===== config.mk =====
export PLATFORM = sky130hd
export DESIGN_NAME = dvp_capture_ctrl
export DESIGN_NICKNAME = d
export VERILOG_FILES = /design/src/rtl/dvp_capture_ctrl.sv
export SDC_FILE = /design/constraint.sdc
export NUM_CORES = 1
export LEC_CHECK = 0
export ABC_AREA = 1
export CORE_ASPECT_RATIO = 1.1
export CORE_MARGIN = 1.5
export CORE_UTILIZATION = 60
export DETAILED_ROUTE_END_ITERATION = 10
export PLACE_DENSITY_LB_ADDON = 0.12
export SKIP_CTS_REPAIR_TIMING = 1
export SYNTH_ARGS = -nofsm -noshare
export SYNTH_HDL_FRONTEND = slang
export SYNTH_SLANG_ARGS = --single-unit

===== constraint.sdc =====
create_clock -name clk -period 9.3 [get_ports clk]
set_clock_uncertainty 0.15 [all_clocks]
set_input_delay 2.325 -clock clk [delete_from_list [all_inputs] [get_ports clk]]
set_output_delay 2.325 -clock clk [all_outputs]
set_load 0.005 [all_outputs]

===== src/rtl/dvp_capture_ctrl.sv =====
// dvp_capture_ctrl
// ----------------
// Frame-level capture controller between the DVP pixel FIFO and the RGB
// concat / gray-scale path. It waits for a frame start (VSYNC-flagged byte),
// forwards the bytes of one frame while checking line/frame geometry, and then
// either re-arms for the next frame (continuous) or returns to IDLE (snapshot).
//
// Optional feature: define DVP_CAP_TIMEOUT_EN to add a TIMEOUT_W-bit watchdog
// that flags TIMEOUT and falls back to WAIT_FRM when no byte is accepted for
// 2^TIMEOUT_W-1 active, unstalled cycles. Without it err_status_o[4] is 0.
//
// Ports:
//   clk, rst_n           clock, asynchronous active-low reset
//   pxl_info_i/_vld_i    FIFO entry {VSYNC, HSYNC, data} and its valid
//   pxl_info_rdy_o       entry consumed on vld & rdy
//   pxl_data_o/_vld_o    registered forwarded byte and its valid
//   pxl_data_rdy_i       downstream ready
//   dcr_cam_start_i      start pulse (config and snapshot mode latched here)
//   dcr_cam_stop_i       stop pulse, returns to IDLE, wins over start
//   dcr_snapshot_i       1 = single frame, 0 = continuous
//   dcr_stall_i          level, freezes FIFO consumption and the watchdog
//   dcr_line_bytes_i     bytes per line
//   dcr_frame_lines_i    lines per frame
//   dcr_err_clr_i        clears the sticky error bits
//   busy_o               state != IDLE
//   frame_done_o         one-cycle pulse after the last byte of a frame
//   frame_cnt_o          completed frames since reset (wraps)
//   err_status_o         sticky {TIMEOUT, CFG, FRAME_SHORT, LINE_LONG, LINE_SHORT}
//   irq_err_o            OR of err_status_o
//   dbg_state            current FSM state (IDLE=0, WAIT_FRM=1, CAPTURE=2)
//
// Handshake: both sides use valid/ready. A transfer happens on a rising clock
// edge where valid and ready are both high; a source holds valid and data
// stable until that edge, and ready never depends on the source's valid.

module dvp_capture_ctrl #(
  parameter int DVP_DATA_W = 8,
  parameter int PXL_INFO_W = DVP_DATA_W + 2,
  parameter int LB_W       = 12,
  parameter int LN_W       = 11,
  parameter int FC_W       = 16,
  parameter int TIMEOUT_W  = 20
) (
  input  logic                  clk,
  input  logic                  rst_n,
  input  logic [PXL_INFO_W-1:0] pxl_info_i,
  input  logic                  pxl_info_vld_i,
  output logic                  pxl_info_rdy_o,
  output logic [DVP_DATA_W-1:0] pxl_data_o,
  output logic                  pxl_data_vld_o,
  input  logic                  pxl_data_rdy_i,
  input  logic                  dcr_cam_start_i,
  input  logic                  dcr_cam_stop_i,
  input  logic                  dcr_snapshot_i,
  input  logic                  dcr_stall_i,
  input  logic [LB_W-1:0]       dcr_line_bytes_i,
  input  logic [LN_W-1:0]       dcr_frame_lines_i,
  input  logic                  dcr_err_clr_i,
  output logic                  busy_o,
  output logic                  frame_done_o,
  output logic [FC_W-1:0]       frame_cnt_o,
  output logic [4:0]            err_status_o,
  output logic                  irq_err_o,
  output logic [1:0]            dbg_state
);

  localparam int ERR_LINE_SHORT  = 0;
  localparam int ERR_LINE_LONG   = 1;
  localparam int ERR_FRAME_SHORT = 2;
  localparam int ERR_CFG         = 3;
  localparam int ERR_TIMEOUT     = 4;

  typedef enum logic [1:0] {
    IDLE     = 2'd0,
    WAIT_FRM = 2'd1,
    CAPTURE  = 2'd2
  } state_t;

  state_t          state, state_n;
  logic [LB_W-1:0] line_bytes_q;
  logic [LN_W-1:0] frame_lines_q;
  logic            snapshot_q;
  logic [LB_W-1:0] byte_cnt, byte_cnt_n;
  logic [LN_W-1:0] line_cnt, line_cnt_n;

  logic            accept;
  logic            vsync, hsync;
  logic            fwd;
  logic            done;
  logic            latch_cfg;
  logic [4:0]      err_set;
  logic            timeout_set;

  assign vsync          = pxl_info_i[DVP_DATA_W+1];
  assign hsync          = pxl_info_i[DVP_DATA_W];
  assign busy_o         = (state != IDLE);
  assign dbg_state      = state;
  assign irq_err_o      = |err_status_o;
  // Consume only when active, not frozen, and the output register is free
  // or draining this cycle.
  assign pxl_info_rdy_o = busy_o & ~dcr_stall_i & (~pxl_data_vld_o | pxl_data_rdy_i);
  assign accept         = pxl_info_vld_i & pxl_info_rdy_o;

`ifdef DVP_CAP_TIMEOUT_EN
  logic [TIMEOUT_W-1:0] wd_cnt;

  assign timeout_set = busy_o & ~dcr_stall_i & ~accept & (&wd_cnt);

  always_ff @(posedge clk or negedge rst_n) begin
    if (!rst_n) begin
      wd_cnt <= '0;
    end else if (!busy_o || accept || timeout_set) begin
      wd_cnt <= '0;
    end else if (!dcr_stall_i) begin
      wd_cnt <= wd_cnt + TIMEOUT_W'(1);
    end
  end
`else
  // No watchdog in this build; the comparison keeps TIMEOUT_W referenced
  // and is constant 0 for any legal width.
  assign timeout_set = (TIMEOUT_W < 0);
`endif

  always_comb begin
    state_n    = state;
    byte_cnt_n = byte_cnt;
    line_cnt_n = line_cnt;
    fwd        = 1'b0;
    done       = 1'b0;
    latch_cfg  = 1'b0;
    err_set    = '0;

    case (state)
      IDLE: begin
        if (dcr_cam_start_i && !dcr_cam_stop_i) begin
          if (dcr_line_bytes_i == '0 || dcr_frame_lines_i == '0) begin
            err_set[ERR_CFG] = 1'b1;
          end else begin
            latch_cfg = 1'b1;
            state_n   = WAIT_FRM;
          end
        end
      end

      WAIT_FRM: begin
        // Everything before a frame start is dropped.
        if (accept && vsync) begin
          fwd        = 1'b1;
          byte_cnt_n = LB_W'(1);
          line_cnt_n = '0;
          state_n    = CAPTURE;
        end
      end

      CAPTURE: begin
        if (accept) begin
          if (vsync) begin
            // New frame before the old one completed: restart on it.
            err_set[ERR_FRAME_SHORT] = 1'b1;
            fwd        = 1'b1;
            byte_cnt_n = LB_W'(1);
            line_cnt_n = '0;
          end else if (hsync) begin
            if (byte_cnt == line_bytes_q) begin
              fwd        = 1'b1;
              byte_cnt_n = LB_W'(1);
              line_cnt_n = line_cnt + LN_W'(1);
            end else begin
              err_set[ERR_LINE_SHORT] = 1'b1;
              state_n = WAIT_FRM;
            end
          end else if (byte_cnt == line_bytes_q) begin
            err_set[ERR_LINE_LONG] = 1'b1;
            state_n = WAIT_FRM;
          end else begin
            fwd        = 1'b1;
            byte_cnt_n = byte_cnt + LB_W'(1);
          end
        end
      end

      default: state_n = IDLE;
    endcase

    // Completion is judged on the counters after this byte is counted, which
    // also covers a one-byte frame whose VSYNC byte is the whole frame.
    if (fwd && line_cnt_n == frame_lines_q - LN_W'(1) && byte_cnt_n == line_bytes_q) begin
      done    = 1'b1;
      state_n = snapshot_q ? IDLE : WAIT_FRM;
    end

    if (timeout_set) begin
      err_set[ERR_TIMEOUT] = 1'b1;
      state_n = WAIT_FRM;
    end

    // Stop drops any byte accepted in the same cycle and its framing checks.
    if (dcr_cam_stop_i) begin
      state_n      = IDLE;
      fwd          = 1'b0;
      done         = 1'b0;
      err_set[2:0] = '0;
    end
  end

  always_ff @(posedge clk or negedge rst_n) begin
    if (!rst_n) begin
      state          <= IDLE;
      byte_cnt       <= '0;
      line_cnt       <= '0;
      line_bytes_q   <= '0;
      frame_lines_q  <= '0;
      snapshot_q     <= 1'b0;
      frame_done_o   <= 1'b0;
      frame_cnt_o    <= '0;
      err_status_o   <= '0;
      pxl_data_o     <= '0;
      pxl_data_vld_o <= 1'b0;
    end else begin
      state        <= state_n;
      byte_cnt     <= byte_cnt_n;
      line_cnt     <= line_cnt_n;
      frame_done_o <= done;
      if (done) begin
        frame_cnt_o <= frame_cnt_o + FC_W'(1);
      end
      if (latch_cfg) begin
        line_bytes_q  <= dcr_line_bytes_i;
        frame_lines_q <= dcr_frame_lines_i;
        snapshot_q    <= dcr_snapshot_i;
      end
      // A bit being set in the same cycle as a clear stays set.
      err_status_o <= (dcr_err_clr_i ? 5'b0 : err_status_o) | err_set;
      if (fwd) begin
        pxl_data_o     <= pxl_info_i[DVP_DATA_W-1:0];
        pxl_data_vld_o <= 1'b1;
      end else if (pxl_data_rdy_i) begin
        pxl_data_vld_o <= 1'b0;
      end
    end
  end

endmodule


==> run summary <==
• 31.83% — aggregate global-route resource usage
• 20 — length in cells of the worst reg-to-reg path
• 0 — Final Hold Vio Count
• clkdlybuf4s50_1 — slowest cell on the critical path
• 100.0% — asr flop ratio synth
• 0 — yosys synthesis warning count
• 972 — Final #Nets
• 61.23% — effective utilization at floorplan
• 443 — DRC marker count from the first detailed-route iteration
• clkdlybuf4s50_1, inv_1, nand2_1, nand2_2, inv_1, clkdlybuf4s50_1 — cells traversed along the worst timing path
• 78 — I/O pins
• 5566 — number of global-route vias before repair
• 7.259% — share of final-layout standard cells stronger than drive strength 1
• 0 — ANT nets after route
• 80 — pin count of the biggest net entering global routing
• 25.23 mm — global-route wire length before repair
• nand2_1 — most common cell after layout, fill and taps aside
• 0 — fin. max-slew vios
• 3 — H-tree level count
• 11.14 mm — dpl hpwl
• clkbuf_8 — buffer type at the clock tree root
• 0.006485 mm2 — placed cell areas
• in -> out — type of the setup path with the least slack
• 3 — Crit Path Max Fanout
• 64.79% — share of the clock period used by the worst path after layout
• 0 — count of unresolved DRC violations after routing
• 6 — stages on the worst setup path
• 37 — number of core rows
• 9 — number of clock buffers inserted by TritonCTS
• 0.1660 GHz — peak clock frequency supported by timing
• 34.69% — portion of the post-synthesis area used by sequential elements
• nand2_1, inv_1, nand3_1 — commonest non-fill, non-tap cells in the layout
• 15.09 mm — Final Routed Wirelength
• 0 — overflow left after global routing
• pxl_info_rdy_o — last element of the critical path
• 0.08 ns — register clock-pin slew on the reported worst setup and hold paths
• 0.009305 mm2 — placeable core region
• 5.649 — average via count per standard cell
• 0.1358 mV — peak ir drop on the vdd network
• 0 ns — total negative slack for setup checks
• no — setup repair after global routing missed its margin
• 1.031 ns — pin slew with the least headroom to its limit
• done — CTS tree
• 6 — first-pass iteration count of the detailed router
• reg -> reg — worst hold path class
• 79 — clk sinks
• complete, no violations — outcome
• 0 — number of antenna violations at the first check in global routing
• 0 — ANT cells
• 14.51 um — detailed-route wire length per cell
• 0.49 ns — worst stage delay on the critical path
• output pin — Crit. End Element
• 5875 — vias after detailed routing
• 76 — I/O Buffers
• dfrtp_1 — flip-flop cell with the highest count after synthesis
• 0.006726 mm2 — Layout Cell Area excl Fill
• 2 — maximum count of clock buffers along a single path
• 6.025 ns — minimum clock period after layout
• 0.3281 ns — post-route worst hold slack
• input pin — Startpoint Class
• 0.9858 — Final Wtd Congestion
• 0.005698 mm2 — Netlist Area Pre-Place
• 5.16 ns — reg-to-reg setup timing slack
• 0.003302 uW — static leakage
• 18.05% — synth-to-layout area growth
• frame_cnt_o[15] — end of the worst register-to-register path
• pxl_data_rdy_i — crit path launch
• 0 — number of flops mapped to enable cells by yosys
• 0.01009 mm2 — Die Area
• 6.696 um2 — mean cell area of the mapped netlist
• 31.29% — slew margin rel.
• 4 — sum of buffers and inverters on the critical path
• 6.83 ns — Critical Path RT
• 208.1 mW/mm2 — ratio of total power to cell area
• dbg_state[0] — startpoint of the most critical register-to-register path
• 851 — Synth Instances
• 79 — Synth Register Bits
• buffers and inverters — cell type group with the largest total delay on the critical path
• 905 — Synthesized Nets
• 37 — Unique masters post-synth
• 0.36 ns — clock latency reported for the late side of the worst-skew pair
• 95.92 um — horizontal extent of the die
• 1400 uW — post-layout power
• 3.55 ns — CP arrival
• 0 — max-cap violations
• 105.2 um — die outline height
• 0 — endpoints failing setup
-- per-stage QoR --
stage / utilization, % / worst slack (ns) / std cells
floorplan: - / 4.257 / 851
global placement: 69.69 / 3.298 / 1024
detailed placement: 69.69 / 3.273 / 1024
CTS: 72.29 / 3.263 / 1040
global route: 72.29 / 3.205 / 1040
finish: 72.29 / 3.275 / 1040
-- cell type report --
| type | count | area (um2) |
|---|---|---|
| clock buffer | 12 | 165.2 |
| timing repair buffer | 77 | 765.7 |
| multi-input combinational | 650 | 3217 |
| inverter | 101 | 379.1 |
| sequential | 79 | 1977 |
| fill | 754 | 2579 |
| tap | 117 | 146.4 |
| clock inverter | 4 | 76.32 |
-- power breakdown --
part | internal (uW) | leakage, uW | switching (uW)
sequential | 420 | 0.00103 | 76.1
clock | 174 | 0.000119 | 135
combinational | 227 | 0.00215 | 368
-- per-layer routing --
metal,wire [um],track usage (%)
met1,6587,42.49
met2,7038,50.40
met3,1058,6.186
met4,402,12.08
met5,0,0
-- worst reg2reg max path, cell delays in order (launching register included) --
cell and delay, ns:
dfrtp_1 0.48, inv_1 0.10, ha_1 0.26, nor2_2 0.16, nand2_2 0.09, nor2_4 0.38, nand2_1 0.13, nor2_2 0.41
nand2_2 0.14, o21ai_1 0.14, nand3_1 0.14, nand2_2 0.12, nand2_1 0.08, a21oi_1 0.13, nand2_1 0.06, nor2_1 0.12
nand4_1 0.16, nor2_4 0.36, nand3_4 0.23, nand2_1 0.13, nand2_1 0.06
-- worst min-delay path by stage --
stage	start	to	slack, ns	cells past startpoint
after floorplan	pxl_data_o[0]	pxl_data_o[0]	0.32	2
after global placement	pxl_data_o[3]	pxl_data_o[3]	0.30	2
after detailed placement	pxl_data_o[2]	pxl_data_o[2]	0.31	2
after CTS	pxl_data_o[2]	pxl_data_o[2]	0.33	2
after global routing	pxl_data_o[7]	pxl_data_o[7]	0.36	2
final	pxl_data_o[0]	pxl_data_o[0]	0.33	2
-- synthesized netlist by cell type (all sizes together), types with 2 or more instances --
cell type  number  share of area, %
inv           100               6.6
nor2           85               6.6
nor4            7              0.77
a21oi          30               2.7
o2111ai         2              0.31
nand2         314                21
nand3          96               9.3
clkbuf          5              0.33
nor3           12               1.1
dfrtp          79                35
mux2            8               1.6
nand4          38               4.3
o21ai          10              0.88
buf            16               1.9
ha             12               2.6
xor2           13               2.0
nand3b          8               1.1
xnor2          10               1.5
-- kinds of logic (layout without fill, tap and decap cells) --
logic type	count (synthesis)	in the layout	share of synthesized area [%]
adders and majority gates	12	12	2.635
xor gates and xnor gates	23	23	3.535
DFF	79	79	34.69
muxes	8	8	1.581
buffers and inverters	122	194	8.849
and+or+nand+nor	561	561	44.36
other	1	1	0.06581
AOI/OAI and AO/OA	45	45	4.282
-- state kept, by name, summed over array words and instances (netlist names) --
signal	cells
err_status_o	4
line_bytes_q	12
dbg_state	2
pxl_data_o	8
frame_cnt_o	16
snapshot_q	1
frame_done_o	1
byte_cnt	12
pxl_data_vld_o	1
line_cnt	11
frame_lines_q	11
(Power assumes the default switching activity.)
==> variant 1 (same settings) <==
The option `DVP_CAP_TIMEOUT_EN` is turned on by a define.
--- a/src/rtl/dvp_capture_ctrl.sv
+++ b/src/rtl/dvp_capture_ctrl.sv
@@ -35,2 +35,4 @@
 
+`define DVP_CAP_TIMEOUT_EN
+
 module dvp_capture_ctrl #(
Behaviour: no difference found for any inputs over 4 cycles, from zero or initial values and one cycle with rst_n low; that may be too few to reach the edited logic, so the function may still have changed.
==> variant 1 against the unedited design <==
Sequential cell count is 21 higher; via count is 16% higher; worst setup slack worse by 210 ps; sequential power is 16% higher; final area is 19% higher; power is 12% higher; area after synthesis is 21% higher; wire length is 17% higher; global-route usage is 0.77 points lower; critical path type unchanged; largest cell class unchanged; largest power group unchanged.
==> variant 1: results (changes against the unedited design) <==
* Num sequential at 100 (+27%)
* Drt first pass iters at 5 (-1)
* Placement Setup Slack at 3020 ps (-255 ps)
* Met2 global-route usage at 52.4% (+2.0 points)
* Clock-cell share at 3.23% (-0.36 points)
* Via count at 6786 (+16%)
* Seq/Total Area, Yosys at 36.2% (+1.5 points)
* Slowest stage delay, CP at 590 ps (+100 ps)
* GR Util met1 at 38.7% (-3.7 points)
* Fillers at 924 (+23%)
* Synth cell count leaders: 323 x nand2_1, 120 x nand3_1, 106 x inv_1, 104 x nor2_1, 100 x dfrtp_1
* Vias per cell at 5.52 (-2.3%)
* Largest net degree at the start of global routing at 52 (-35%)
* Slew @ Worst Pin at 638 ps (-393 ps)
* Vias in the first global route at 6485 (+17%)
* Input/output buffers at 77 (+1.3%)
* Fin crit share at 67.0% (+2.2 points)
* Placed Instances at 1215 (+19%)
* Critical Path Source: dcr_stall_i
* Layout cell share with drive strength beyond 1 at 6.93% (-0.33 points)
* Reg2reg setup slack at 5110 ps (-50 ps)
* Storage cell area at 2500 sq um (+27%)
* Leak at 3.86 nW (+17%)
* Nonclk buf count at 79 (+2.6%)
* Synth top area cells: dfrtp_1 36%, nand2_1 18%, nand3_1 8.7%
* Met3 usage at 6.47% (+0.28 points)
* Synth Area in XOR/XNOR at 3.78% (+0.25 points)
* Regs by FF count: wd_cnt x20, frame_cnt_o x16
* Crit path DAT at 3760 ps (+210 ps)
* Drt total wl at 17700 microns (+17%)
* VDD IR max at 0.000188 V (+38%)
* # nets final at 1134 (+17%)
* Fin Hold WS at 322 ps (-6.02 ps)
* Synth Area in Compound Gates at 5.36% (+1.1 points)
* Multi-input combinational cell count at 767 (+18%)
* Top reg by flops: wd_cnt
* Syn_area_per_cell at 6.87 sq um (+2.6%)
* WL met1 at 7440 microns (+13%)
* R2r startpoint: dbg_state[0]
* Layout area overhead at 16.0%
* Outcome: finished clean
* Met2 WL at 8470 microns (+20%)
* Fraction of area in multi-input gates at 47.7% (-0.093 points)
* Mux cell area share after synthesis at 0.814% (-0.77 points)
* Metal3 WL at 1170 microns (+11%)
* CTS clk-pin slew, worst paths at 60 ps (-20 ps)
* Mapped Cells at 1007 (+18%)
* Post-Synth Adder-Cell Area at 2.35% (-0.28 points)
* Non-CTS inverters at 122 (+21%)
* Tot GR Track Use at 31.1% (-0.77 points)
* First-pass GRT wire length at 30200 microns (+20%)
* CP Max Fanout at 8 (+5)
* Final RePlAce weighted congestion at 0.962 (-2.4%)
* DP HPWL at 13300 microns (+19%)
* Clk root buf: clkbuf_16
* DP Area at 7760 sq um (+20%)
* Non-clock buffer share at 9.76% (-1.6 points)
* Synth unique cells at 44 (+19%)
variant 1: cell types whose count changed in the layout (fill, tap and decap cells not counted), moves of 8 or more:
cell,change
clkbuf_8,-11
nand2_2,+11
clkbuf_16,+9
nand3_1,+32
nand4_1,-11
nor3_1,+17
dfrtp_1,+21
nor2_1,+28
inv_1,+17
nand2_1,+19
xor2_1,+8
a21oi_1,+8
variant 1: power by group:
| group | switching [W] | internal [W] |
|---|---|---|
| sequential | 0.0000660 | 0.000509 |
| combinational | 0.000413 | 0.000233 |
| clock | 0.000156 | 0.000185 |
| total | 0.000635 | 0.000927 |
variant 1: worst paths after layout:
path	to	depth (start not counted)
min	pxl_data_o[2]	2
max	pxl_info_rdy_o	5
max reg2reg	frame_cnt_o[7]	22
max in group asynchronous	frame_lines_q[4]	2
min reg2reg	pxl_data_o[2]	2
min in group asynchronous	wd_cnt[7]	1
==> variant 2 (same settings) <==
Without the edit above. Register the output `irq_err_o`, with the module's reset; this adds one clock of latency there. The other outputs are not delayed to match.
--- a/src/rtl/dvp_capture_ctrl.sv
+++ b/src/rtl/dvp_capture_ctrl.sv
@@ -97,3 +97,9 @@
   assign dbg_state      = state;
-  assign irq_err_o      = |err_status_o;
+  always_ff @(posedge clk or negedge rst_n) begin
+    if (!rst_n) begin
+      irq_err_o <= '0;
+    end else begin
+      irq_err_o <= |err_status_o;
+    end
+  end
   // Consume only when active, not frozen, and the output register is free
Behaviour: not the same (a bounded check fails within 4 cycles, from zero or initial values and one cycle with rst_n low).
==> variant 2 against the unedited design <==
Worst hold slack lost 4.1 ps; sequential share of layout area rose by 1.1 points; final area fell by 2.5%; sequential cell count rose by 1; power fell by 5.9%; area after synthesis fell by 2.9%; wire length is 2.4% lower; via count shrank 4.0%; count of clock-buffer cells in the layout shrank 1; worst setup slack worse by 380 ps; first-iteration DRC count shrank 16%; critical endpoint is now frame_cnt_o[1].
==> variant 2: results (changes against the unedited design) <==
* Outcome: finished clean
* Synth unique cells at 43 (+16%)
* Leak at 3.18 nW (-3.6%)
* Reg2reg setup slack at 4540 ps (-620 ps)
* Largest net degree at the start of global routing at 81 (+1.3%)
* Syn nets at 861 (-4.9%)
* Placed Instances at 982 (-4.1%)
* Met2 global-route usage at 51.3% (+0.93 points)
* H-Tree Level Count at 3 (unchanged)
* Crit path DAT at 6520 ps (+2970 ps)
* Layout cell share with drive strength beyond 1 at 7.35% (+0.094 points)
* Critical Path Source: dcr_stall_i
* Crit Path Category: in -> reg
* R2r startpoint: dbg_state[1]
* Syn_area_per_cell at 6.85 sq um (+2.3%)
* Clk_lat worst skew at 380 ps (+20 ps)
* Tot GR Track Use at 31.8% (about the same)
* WL met1 at 6010 microns (-8.7%)
* First DRT Iteration DRCs at 374 (-16%)
* Placement Setup Slack at 2600 ps (-675 ps)
* Final min period at 6410 ps (+383 ps)
* Vias in the first global route at 5451 (-2.1%)
* Via count at 5641 (-4.0%)
* Metal3 WL at 1310 microns (+23%)
* Slowest-stage cell, CP: nor2_1
* Worst R2R End: frame_cnt_o[1]
* First-pass GRT wire length at 24600 microns (-2.4%)
* Slowest stage delay, CP at 800 ps (+310 ps)
* Family with the most delay on the worst path: simple AND/OR/NAND/NOR gates
* Drt total wl at 14700 microns (-2.4%)
* Seq/Total Area, Yosys at 36.2% (+1.5 points)
* Synth cell count leaders: 294 x nand2_1, 82 x inv_1, 80 x dfrtp_1, 76 x nand3_1, 75 x nor2_1
* VDD IR max at 0.000161 V (+19%)
* DP HPWL at 11200 microns (about the same)
* Met2 WL at 6930 microns (-1.6%)
* Cell depth of the worst flop-to-flop path at 21 (+5.0%)
* Synth top area cells: dfrtp_1 36%, nand2_1 20%, nand3_1 6.9%
* Met3 usage at 6.68% (+0.50 points)
* GR Util met1 at 40.2% (-2.3 points)
* PD cells at 201 nW/um^2 (-3.5%)
* Fillers at 693 (-8.1%)
* Wire length per cell at 14.8 microns (+1.7%)
* Drt first pass iters at 5 (-1)
* WHS Endpoint: pxl_data_o[6]
* Hold_sp: pxl_data_o[6]
* Slew HR at 29.7% (-1.6 points)
-- variant 2: cell type report --
type                       count  area [sq um]  area share (%)
clock buffer                  11           151            2.31
clock inverter                 5          62.6           0.953
inverter                      94           353            5.38
multi-input combinational    617          3080            47.0
sequential                    80          2000            30.5
tap                          114           143            2.17
timing repair buffer          77           766            11.7
-- variant 2: worst register-to-register path: stages (launching register included) --
cell and delay [ps]:
dfrtp_1 440, inv_1 120, ha_1 200, nor2_1 70, nand3_1 380, nor2_1 150
nor2_1 110, inv_1 80, nor2_1 800, inv_1 150, a21oi_1 160, nand2_1 60
nand2_1 130, xnor2_1 80, a21oi_1 120, nand2_1 60, nor2_1 90, nand3_1 110
nor2_1 580, nand2_1 410, nand2_1 160, nand2_1 70
-- variant 2: through the flow --
stage          area (sq um)  power [W]  hold WS (ps)  util (%)
2_1_floorplan          5530   0.000846           315         -
3_3_place_gp           6350    0.00102           304      71.2
3_5_place_dp           6350    0.00103           308      71.2
4_1_cts                6560    0.00131           328      73.6
5_1_grt                6560    0.00141           354      73.6
6_report               6560    0.00132           324      73.6
-- variant 2: report_power, final --
part / leakage, nW / total (W) / switching, W / internal, W
clock network: 0.103 / 0.000283 / 0.000142 / 0.000141
registers: 1.05 / 0.000490 / 0.0000690 / 0.000421
logic: 2.04 / 0.000544 / 0.000334 / 0.000210
-- variant 2: logic make-up after synthesis --
| group | share of synthesized area [%] |
|---|---|
| muxes | 1.43 |
| buffers and inverters | 8.03 |
| xor gates and xnor gates | 3.62 |
| DFF | 36.2 |
| and+or+nand+nor | 42.9 |
| AOI/OAI and AO/OA | 5.09 |
| adders and majority gates | 2.71 |
| other | 0.0678 |
